## src/rtl/fb_pkg.sv

```systemverilog
// Shared constants and types for the framebuffer port arbiter.
// Screen geometry, default widths and the per-cycle slot decision encoding.
package fb_pkg;
  localparam int SCREEN_X  = 160;
  localparam int SCREEN_Y  = 120;
  localparam int MEM_WORDS = SCREEN_X * SCREEN_Y;
  localparam int DW        = 12;
  localparam int AW        = 15;

  typedef enum logic [1:0] {SLOT_IDLE, SLOT_RD, SLOT_WR, SLOT_FWR} slot_t;
endpackage

```

## src/rtl/fb_wr_fifo.sv

```systemverilog
// Posted-write FIFO: holds {address, pixel} pairs until the arbiter finds a slot.
// No bypass path; the head is only visible the cycle after a push.
module fb_wr_fifo #(
  parameter int DW    = 12,
  parameter int AW    = 15,
  parameter int DEPTH = 4
) (
  input  logic          clk,
  input  logic          rst_n,
  input  logic          push,
  input  logic [AW-1:0] push_addr,
  input  logic [DW-1:0] push_data,
  input  logic          pop,
  output logic          full,
  output logic          empty,
  output logic [AW-1:0] head_addr,
  output logic [DW-1:0] head_data
);
  localparam int PW = $clog2(DEPTH);

  logic [AW+DW-1:0] store [DEPTH];
  logic [PW-1:0]    wptr;
  logic [PW-1:0]    rptr;
  logic [PW:0]      level;
  logic             do_push;
  logic             do_pop;

  assign full    = (level == (PW+1)'(DEPTH));
  assign empty   = (level == '0);
  assign do_push = push && !full;
  assign do_pop  = pop && !empty;
  assign {head_addr, head_data} = store[rptr];

  always_ff @(posedge clk) begin
    if (do_push) store[wptr] <= {push_addr, push_data};
  end

  always_ff @(posedge clk or negedge rst_n) begin
    if (!rst_n) begin
      wptr  <= '0;
      rptr  <= '0;
      level <= '0;
    end else begin
      if (do_push) wptr <= wptr + PW'(1);
      if (do_pop)  rptr <= rptr + PW'(1);
      case ({do_push, do_pop})
        2'b10:   level <= level + (PW+1)'(1);
        2'b01:   level <= level - (PW+1)'(1);
        default: level <= level;
      endcase
    end
  end
endmodule

```

## src/rtl/fb_port_arbiter.sv

```systemverilog
// Single-port framebuffer arbiter: display reads win, camera writes are posted
// and drained in idle slots, with a starvation counter forcing write progress.
module fb_port_arbiter #(
  parameter int DW         = fb_pkg::DW,
  parameter int AW         = fb_pkg::AW,
  parameter int MEM_WORDS  = fb_pkg::MEM_WORDS,
  parameter int FIFO_DEPTH = 4,
  parameter int STARVE_MAX = 8
) (
  input  logic          clk,
  input  logic          rst_n,
  input  logic          rd_req,
  input  logic [AW-1:0] rd_addr,
  output logic          rd_gnt,
  output logic          rd_valid,
  output logic [DW-1:0] rd_data,
  input  logic          wr_req,
  input  logic [AW-1:0] wr_addr,
  input  logic [DW-1:0] wr_data,
  output logic          wr_ready,
  output logic          mem_en,
  output logic          mem_we,
  output logic [AW-1:0] mem_addr,
  output logic [DW-1:0] mem_wdata,
  input  logic [DW-1:0] mem_rdata,
  output logic          forced_wr
);
  import fb_pkg::*;

  localparam int            SW    = $clog2(STARVE_MAX + 1);
  localparam logic [AW-1:0] LIMIT = AW'(MEM_WORDS);

  logic          ready_q;
  logic          full;
  logic          empty;
  logic [AW-1:0] head_addr;
  logic [DW-1:0] head_data;
  logic [SW-1:0] starve_cnt;
  logic          force_wr;
  logic          issue_wr;
  logic          rd_oor;
  logic          push;
  logic          rd_p1;
  logic          rd_p1_oor;
  logic          rd_zero;
  slot_t         slot;

  // Out-of-range writes still complete the handshake but are never queued.
  assign wr_ready = ready_q && !full;
  assign push     = wr_req && wr_ready && (wr_addr < LIMIT);
  assign rd_oor   = (rd_addr >= LIMIT);
  assign force_wr = (starve_cnt == SW'(STARVE_MAX)) && !empty;

  always_comb begin
    slot = SLOT_IDLE;
    if (force_wr)    slot = SLOT_FWR;
    else if (rd_req) slot = SLOT_RD;
    else if (!empty) slot = SLOT_WR;
  end

  assign issue_wr  = (slot == SLOT_WR) || (slot == SLOT_FWR);
  assign rd_gnt    = (slot == SLOT_RD);
  assign forced_wr = (slot == SLOT_FWR);

  fb_wr_fifo #(
    .DW    (DW),
    .AW    (AW),
    .DEPTH (FIFO_DEPTH)
  ) u_fifo (
    .clk       (clk),
    .rst_n     (rst_n),
    .push      (push),
    .push_addr (wr_addr),
    .push_data (wr_data),
    .pop       (issue_wr),
    .full      (full),
    .empty     (empty),
    .head_addr (head_addr),
    .head_data (head_data)
  );

  always_ff @(posedge clk or negedge rst_n) begin
    if (!rst_n) begin
      ready_q    <= 1'b0;
      mem_en     <= 1'b0;
      mem_we     <= 1'b0;
      mem_addr   <= '0;
      mem_wdata  <= '0;
      rd_p1      <= 1'b0;
      rd_p1_oor  <= 1'b0;
      rd_valid   <= 1'b0;
      rd_zero    <= 1'b0;
      starve_cnt <= '0;
    end else begin
      ready_q <= 1'b1;
      mem_en  <= issue_wr || (rd_gnt && !rd_oor);
      mem_we  <= issue_wr;
      if (issue_wr) begin
        mem_addr  <= head_addr;
        mem_wdata <= head_data;
      end else if (rd_gnt) begin
        mem_addr  <= rd_addr;
      end
      // Out-of-range reads keep their pipeline slot so rd_valid ordering holds.
      rd_p1     <= rd_gnt;
      rd_p1_oor <= rd_gnt && rd_oor;
      rd_valid  <= rd_p1;
      rd_zero   <= rd_p1_oor;
      if (empty || issue_wr)
        starve_cnt <= '0;
      else if (starve_cnt != SW'(STARVE_MAX))
        starve_cnt <= starve_cnt + SW'(1);
    end
  end

  assign rd_data = rd_zero ? '0 : mem_rdata;
endmodule

```

## config.mk

```make
export PLATFORM = sky130hd
export DESIGN_NAME = fb_port_arbiter
export DESIGN_NICKNAME = d
export VERILOG_FILES = /design/src/rtl/fb_pkg.sv /design/src/rtl/fb_wr_fifo.sv /design/src/rtl/fb_port_arbiter.sv
export SDC_FILE = /design/constraint.sdc
export NUM_CORES = 1
export LEC_CHECK = 0
export ABC_AREA = 1
export BUFFER_PORTS_ARGS = -buffer_cell sky130_fd_sc_hd__buf_2
export CAP_MARGIN = 20
export CORE_AREA = 2 2 99 125
export CTS_BUF_LIST = sky130_fd_sc_hd__clkbuf_4 sky130_fd_sc_hd__clkbuf_8 sky130_fd_sc_hd__clkbuf_16
export CTS_CLUSTER_SIZE = 16
export DETAILED_ROUTE_END_ITERATION = 8
export DIE_AREA = 0 0 101 127
export GPL_TIMING_DRIVEN = 0
export PLACE_DENSITY_LB_ADDON = 0.3
export RECOVER_POWER = 25
export SYNTH_ARGS = -nofsm -noshare
export SYNTH_HDL_FRONTEND = slang
export SYNTH_SLANG_ARGS = --single-unit
```

## constraint.sdc

```tcl
create_clock -name clk -period 3.5 [get_ports clk]
set_clock_uncertainty 0.1 [all_clocks]
set_input_delay 0.7 -clock clk [delete_from_list [all_inputs] [get_ports clk]]
set_output_delay 0.7 -clock clk [all_outputs]
set_load 0.05 [all_outputs]
```

# --- Word-level counts from Yosys, hierarchy flattened ---
# Memories as Yosys holds them, arrays and structs flattened.
# Index checks and enable logic that the tools add are counted.
# Widths: inputs -> output; s select.
totals:
  regBits: 45
  ram_bits: 108
  in_bits: 58
  memories: 1
op_classes:
  addsub: 5
  order_cmp: 2
  eq_ne: 8
  mux: 11
  reduce_logical: 18
memory_table:
  columns: ["memory", "depth", "width", "rd", "rd_clocked_by_memory_dff", "wr", "line_no", "text"]
  rows:
  - ["u_fifo.store", 4, 27, 1, 0, 1, "fb_wr_fifo.sv:21", "logic [AW+DW-1:0] store [DEPTH];"]
ops:
  columns: ["op", "count"]
  rows:
  - ["$mux 15", 2]
  - ["$ge 15x15->1 const B", 1]
  - ["$lt 15x15->1 const B", 1]
  - ["$mux 12", 1]
  - ["$logic_and 1x1->1", 8]
  - ["$mux 4", 2]
  - ["$eq 2x2->1 const B", 3]
  - ["$mux 2", 3]
  - ["$pmux 3 s2", 1]
  - ["$reduce_bool 2->1", 3]
  - ["$add 2x1->2 const B", 2]
  - ["$add 4x1->4 const B", 1]
  - ["$eq 2x1->1 const B", 2]
  - ["$eq 4x4->1 const B", 1]
  - ["$ne 4x4->1 const B", 1]
  - ["$add 3x1->3 const B", 1]
  - ["$eq 3x3->1 const B", 1]
  - ["$logic_not 1->1", 3]
  - ["$logic_not 3->1", 1]
  - ["$logic_or 1x1->1", 3]
  - ["$sub 3x1->3 const B", 1]
  - ["$mux 1", 2]

# --- Logic depth before layout (Yosys ltp) ---
depth:
  word_depth: 9
  mapped_depth: 14
  ltp_nobuf: 12

# --- Modules after synthesis ---
# A second synthesis with hierarchy kept.
hier_totals:
  hier_cells: 596
  hier_area_um2: 6540.0
by_module_without_submodules:
  columns: ["mod", "n_inst", "cells_per_inst", "area_each_um2"]
  rows:
  - ["fb_wr_fifo", 1, 375, 4754.6]
  - ["fb_port_arbiter", 1, 221, 1785.5]

# --- Worst setup path after synthesis ---
# No wires, ideal clock.
synth_path:
  kind: "in2reg"
  startpoint: "in wr_addr[8]"
  endpoint: "mem u_fifo.store[0][0] (netlist name) (enable)"
  setup_time_ps: 411
  arrival_time_ps: 2259
  slack_ps: 730
  stages: 7
  n_path_buf: 0
  path_cell_list: "nand2_1 -> nand2_1 -> nand2_1 -> nand2_1 -> nand2_1 -> nand2_1 -> nor2_1"
synth_between:
  elab_chain_cells: 5
synth_rtl:
  columns: ["item", "line_no", "text"]
  rows:
  - ["start, declared", "fb_port_arbiter.sv:18", "input logic [AW-1:0] wr_addr,"]
  - ["$lt 15x15->1", "fb_port_arbiter.sv:50", "assign push = wr_req && wr_ready && (wr_addr < LIMIT);"]
  - ["$logic_and 1x1->1", "fb_port_arbiter.sv:50", null]
  - ["$logic_and 1x1->1", "fb_wr_fifo.sv:30", "assign do_push = push && !full;"]
  - ["$mux 1", "fb_wr_fifo.sv:35", "if (do_push) store[wptr] <= {push_addr, push_data};"]
  - ["$mux 1 (implied by the code)", "fb_wr_fifo.sv:35", null]
  - ["end, declared", "fb_wr_fifo.sv:21", null]
# Every way passes these cells.

# --- Worst setup path after layout ---
layout_path:
  startpoint: "reg starve_cnt[0]"
  endpoint: "out forced_wr"
layout_between:
  elab_chain_cells: 4
layout_rtl:
  columns: ["item", "line_no", "text"]
  rows:
  - ["start, declared", "fb_port_arbiter.sv:38", "logic [SW-1:0] starve_cnt;"]
  - ["start signal, assigned", "fb_port_arbiter.sv:112", "starve_cnt <= starve_cnt + SW'(1);"]
  - ["$eq 4x4->1", "fb_port_arbiter.sv:52", "assign force_wr = (starve_cnt == SW'(STARVE_MAX)) && !empty;"]
  - ["$logic_and 1x1->1", "fb_port_arbiter.sv:52", null]
  - ["$mux 2", "fb_port_arbiter.sv:56", "if (force_wr) slot = SLOT_FWR;"]
  - ["$eq 2x2->1", "fb_port_arbiter.sv:63", "assign forced_wr = (slot == SLOT_FWR);"]
  - ["end, declared", "fb_port_arbiter.sv:26", "output logic forced_wr"]
# Every way passes these cells.

==> summary.md <==
| Metric | Value |
|---|---|
| Status | finished clean |
| Post_cts resized | 0 |
| Slew Limit Fails | 0 |
| Worst-case vdd ir drop | 0.4693 mV |
| Post-synth top area cell | edfxtp_1 |
| Hold buffers post-CTS | 0 |
| TNS Setup | 0 ps |
| Gp weighted congestion | around 0.80 |
| Root Buffer | clkbuf_16 |
| Final Hold Viols | 0 |
| Pwr per Cell Area | 832.0 mW/mm2 |
| Initial Utilization | 0.5447 |
| ANT cells | 0 |
| Count of input and output buffers | roughly 100 |
| Synth top area share | 0.5150 |
| Post-Syn Area per Cell | around 11 um2 |
| Arr. time, crit path | 1900 ps |
| Seq pwr share | 0.378 |
| HP Class | input port to async pin |
| Row cnt | between 40 and 50 |
| Count of max-cap constraint violations | 0 |
| M2 GR Usage | 0.3871 |
| Synth Register Bits | 153 |
| Clock net sink count | approximately 150 |
| Largest net degree at the start of global routing | 46 |
| Filler Cells Inserted | 891 |
| Chip width | 101 um |
| Setup CP Type | flip-flop to output port |
| Initial DRT Pass Iterations | 5 |
| Worst-margin pin slew | 933.8 ps |
| Final ANT Viol Nets | 0 |
| Synthesis-to-finish area growth | 20.03% |
| Distinct cells, synth | 27 |
| Leakage | 3.248 nW |
| Slew margin rel. | 0.3760 |
| First-pass GRT wire length | between 20000 and 25000 um |
| Maximum clock path buffer count | 2 |
| Final-report setup violation count | 0 |
| Switching Fraction | 0.3965 |
| Switch Pwr | 0.002494 W |
| Tmin final | 2704 ps |
| Final HPWL DP | 9169 um |
| Post-synthesis instance total | 575 |
| CTS tree | done |
| Initial antenna violation count | 0 |
| Mapped Nets | 641 |
| GR Util met3 | 0.05853 |
| Die ar. | 0.01283 mm2 |
| Synth warn | 0 |
| GR peak layer | met2 |
| H-tree depth | 4 |
| Cell Area, Synth | 0.006297 mm2 |
| Core area | 0.01156 mm2 |
| Hold Slack | 247.7 ps |
| Crit start category | flip-flop |
| Avg Vias per Cell | 5.325 |
| Sequential share of the synthesized area | 0.6938 |
| Number of global-route vias before repair | 4470 |
| Internal power | 0.003795 W |
| FMAX | around 370 MHz |
| Crit. End Element | output port |
| Reg clk slew, reported paths | 60 ps |
| Worst-path fanout max | 10 |
| Routed wire length | around 14000 um |
| Remaining DRCs | 0 |
| Combinational share of power | 0.352 |
| Clock power share | 0.270 |
| Top post-synthesis cells by area | edfxtp_1 52%, dfrtp_1 18%, nand2_1 9.1% |
| RSZ-0062 raised after global routing | false |
| Data required, critical path | 2700 ps |
| Num CTS Buffers | 17 |
| Postcts setup bufs | 0 |
| Detailed-route wire length per cell | between 15 and 20 um |
| DRT iter0 DRCs | 363 |
| Layout cell share with drive strength beyond 1 | 0.2045 |
| Worst-Skew Late Latency | about 420 ps |
| Period Utilization, post-route | 0.7725 |
| GRT Total Usage | 0.2263 |
| Die Ht | 127 um |
| IO Pins | 103 |
| Met1 usage | 0.2776 |
| Routed vias | roughly 4500 |
| Final Net Count | 762 |
| GR Overflow Total | 0 |
[layout by cell type, fill, tap and decap left out, types with 2 or more instances in the layout]
master and count:
inv_1 40, clkinvlp_4 7, edfxtp_1 108, o21ai_0 61, buf_2 93, buf_4 6
nand2_1 153, inv_6 2, buf_1 2, clkinv_4 2, buf_6 3, a21oi_1 3
clkbuf_16 17, nand3_1 36, nor2_4 6, nor2_1 71, xor2_1 3, dfrtp_1 45
o21ai_1 4, ha_1 7, clkbuf_1 24, xnor2_1 2
[worst paths after layout]
kind                               start               to  slack, ps  cells past startpoint
max reg2reg                starve_cnt[0]  u_fifo.level[2]        930                     14
max in group asynchronous          rst_n     mem_addr[11]       2380                      2
min                                rst_n          ready_q        250                      1
min in group clk                   rd_p1         rd_valid        250                      0
min reg2reg                        rd_p1         rd_valid        250                      0
max                        starve_cnt[0]        forced_wr        800                      8
[power by group through the flow]
stage,Clock (W),Combinational [W],Sequential (W)
after global routing,0.00179,0.00243,0.00240
after detailed placement,0,0.00221,0.00241
after CTS,0.00172,0.00223,0.00237
final,0.00170,0.00221,0.00237
after floorplan,0,0.00106,0.00290
after global placement,0,0.00213,0.00239
[synthesized netlist by cell type (all sizes together)]
cell type / n
nand2: 156
edfxtp: 108
nor2: 77
o21ai: 65
dfrtp: 45
inv: 42
nand3: 36
buf: 24
ha: 7
a21oi: 3
clkbuf: 3
xor2: 3
xnor2: 2
conb: 1
fa: 1
nand2b: 1
nand3b: 1
[area by class of cell]
cell class                 count  area [um2]  share of cell area
clock inverter                14       126.4             0.01672
inverter                      42       160.2             0.02119
tap                          138       172.7             0.02284
clock buffer                  18       432.9             0.05728
multi-input combinational    353        1635              0.2164
sequential                   153        4369              0.5780
buffer                        27       162.7             0.02152
timing repair buffer         102       499.2             0.06605
[per-stage QoR]
| stage | worst slack, ps | utilization | instance area, um2 | total power [W] | cells |
|---|---|---|---|---|---|
| 2_1_floorplan | 730.4 | - | 6297 | 0.003962 | 575 |
| 3_5_place_dp | 575.5 | 0.6060 | 7005 | 0.004617 | 814 |
| 3_3_place_gp | -522.0 | 0.6034 | 6975 | 0.004524 | 814 |
| 6_report | 796.2 | 0.6538 | 7559 | 0.006288 | 847 |
| 5_1_grt | 701.6 | 0.6538 | 7559 | 0.006622 | 847 |
| 4_1_cts | 768.2 | 0.6543 | 7565 | 0.006322 | 846 |
[worst max-delay path: stages (launching register included)]
cell and delay [ps]:
dfrtp_1 410, inv_1 70, ha_1 140, nand3_1 110, nand2b_1 160, buf_4 160, buf_6 140, inv_1 50
buf_2 250
[cell families (layout without fill, tap and decap cells)]
logic type                 after synthesis  count (layout)  synth area share
adders and majority gates                8               8           0.01709
other                                    1               1         0.0005955
and+or+nand+nor                        271             271            0.1762
xor gates and xnor gates                 5               5          0.006955
buffers and inverters                   69             203           0.05126
DFF                                    153             153            0.6938
AOI/OAI and AO/OA                       68              68           0.05404
[routing by layer]
layer	wire, um	vias to the layer above
li1	-	2135
met1	5588	2192
met2	7252	169
met3	921	14
met4	179	0
met5	0	-
[sequential cells by signal, indices dropped and copies added (netlist names)]
name	flops
rd_p1	1
rd_p1_oor	1
u_fifo.rptr	2
u_fifo.wptr	2
mem_addr	15
u_fifo.store	108
ready_q	1
u_fifo.level	3
starve_cnt	4
mem_we	1
rd_zero	1
mem_en	1
rd_valid	1
mem_wdata	12
Note: power is estimated with default switching activity, not from simulation.
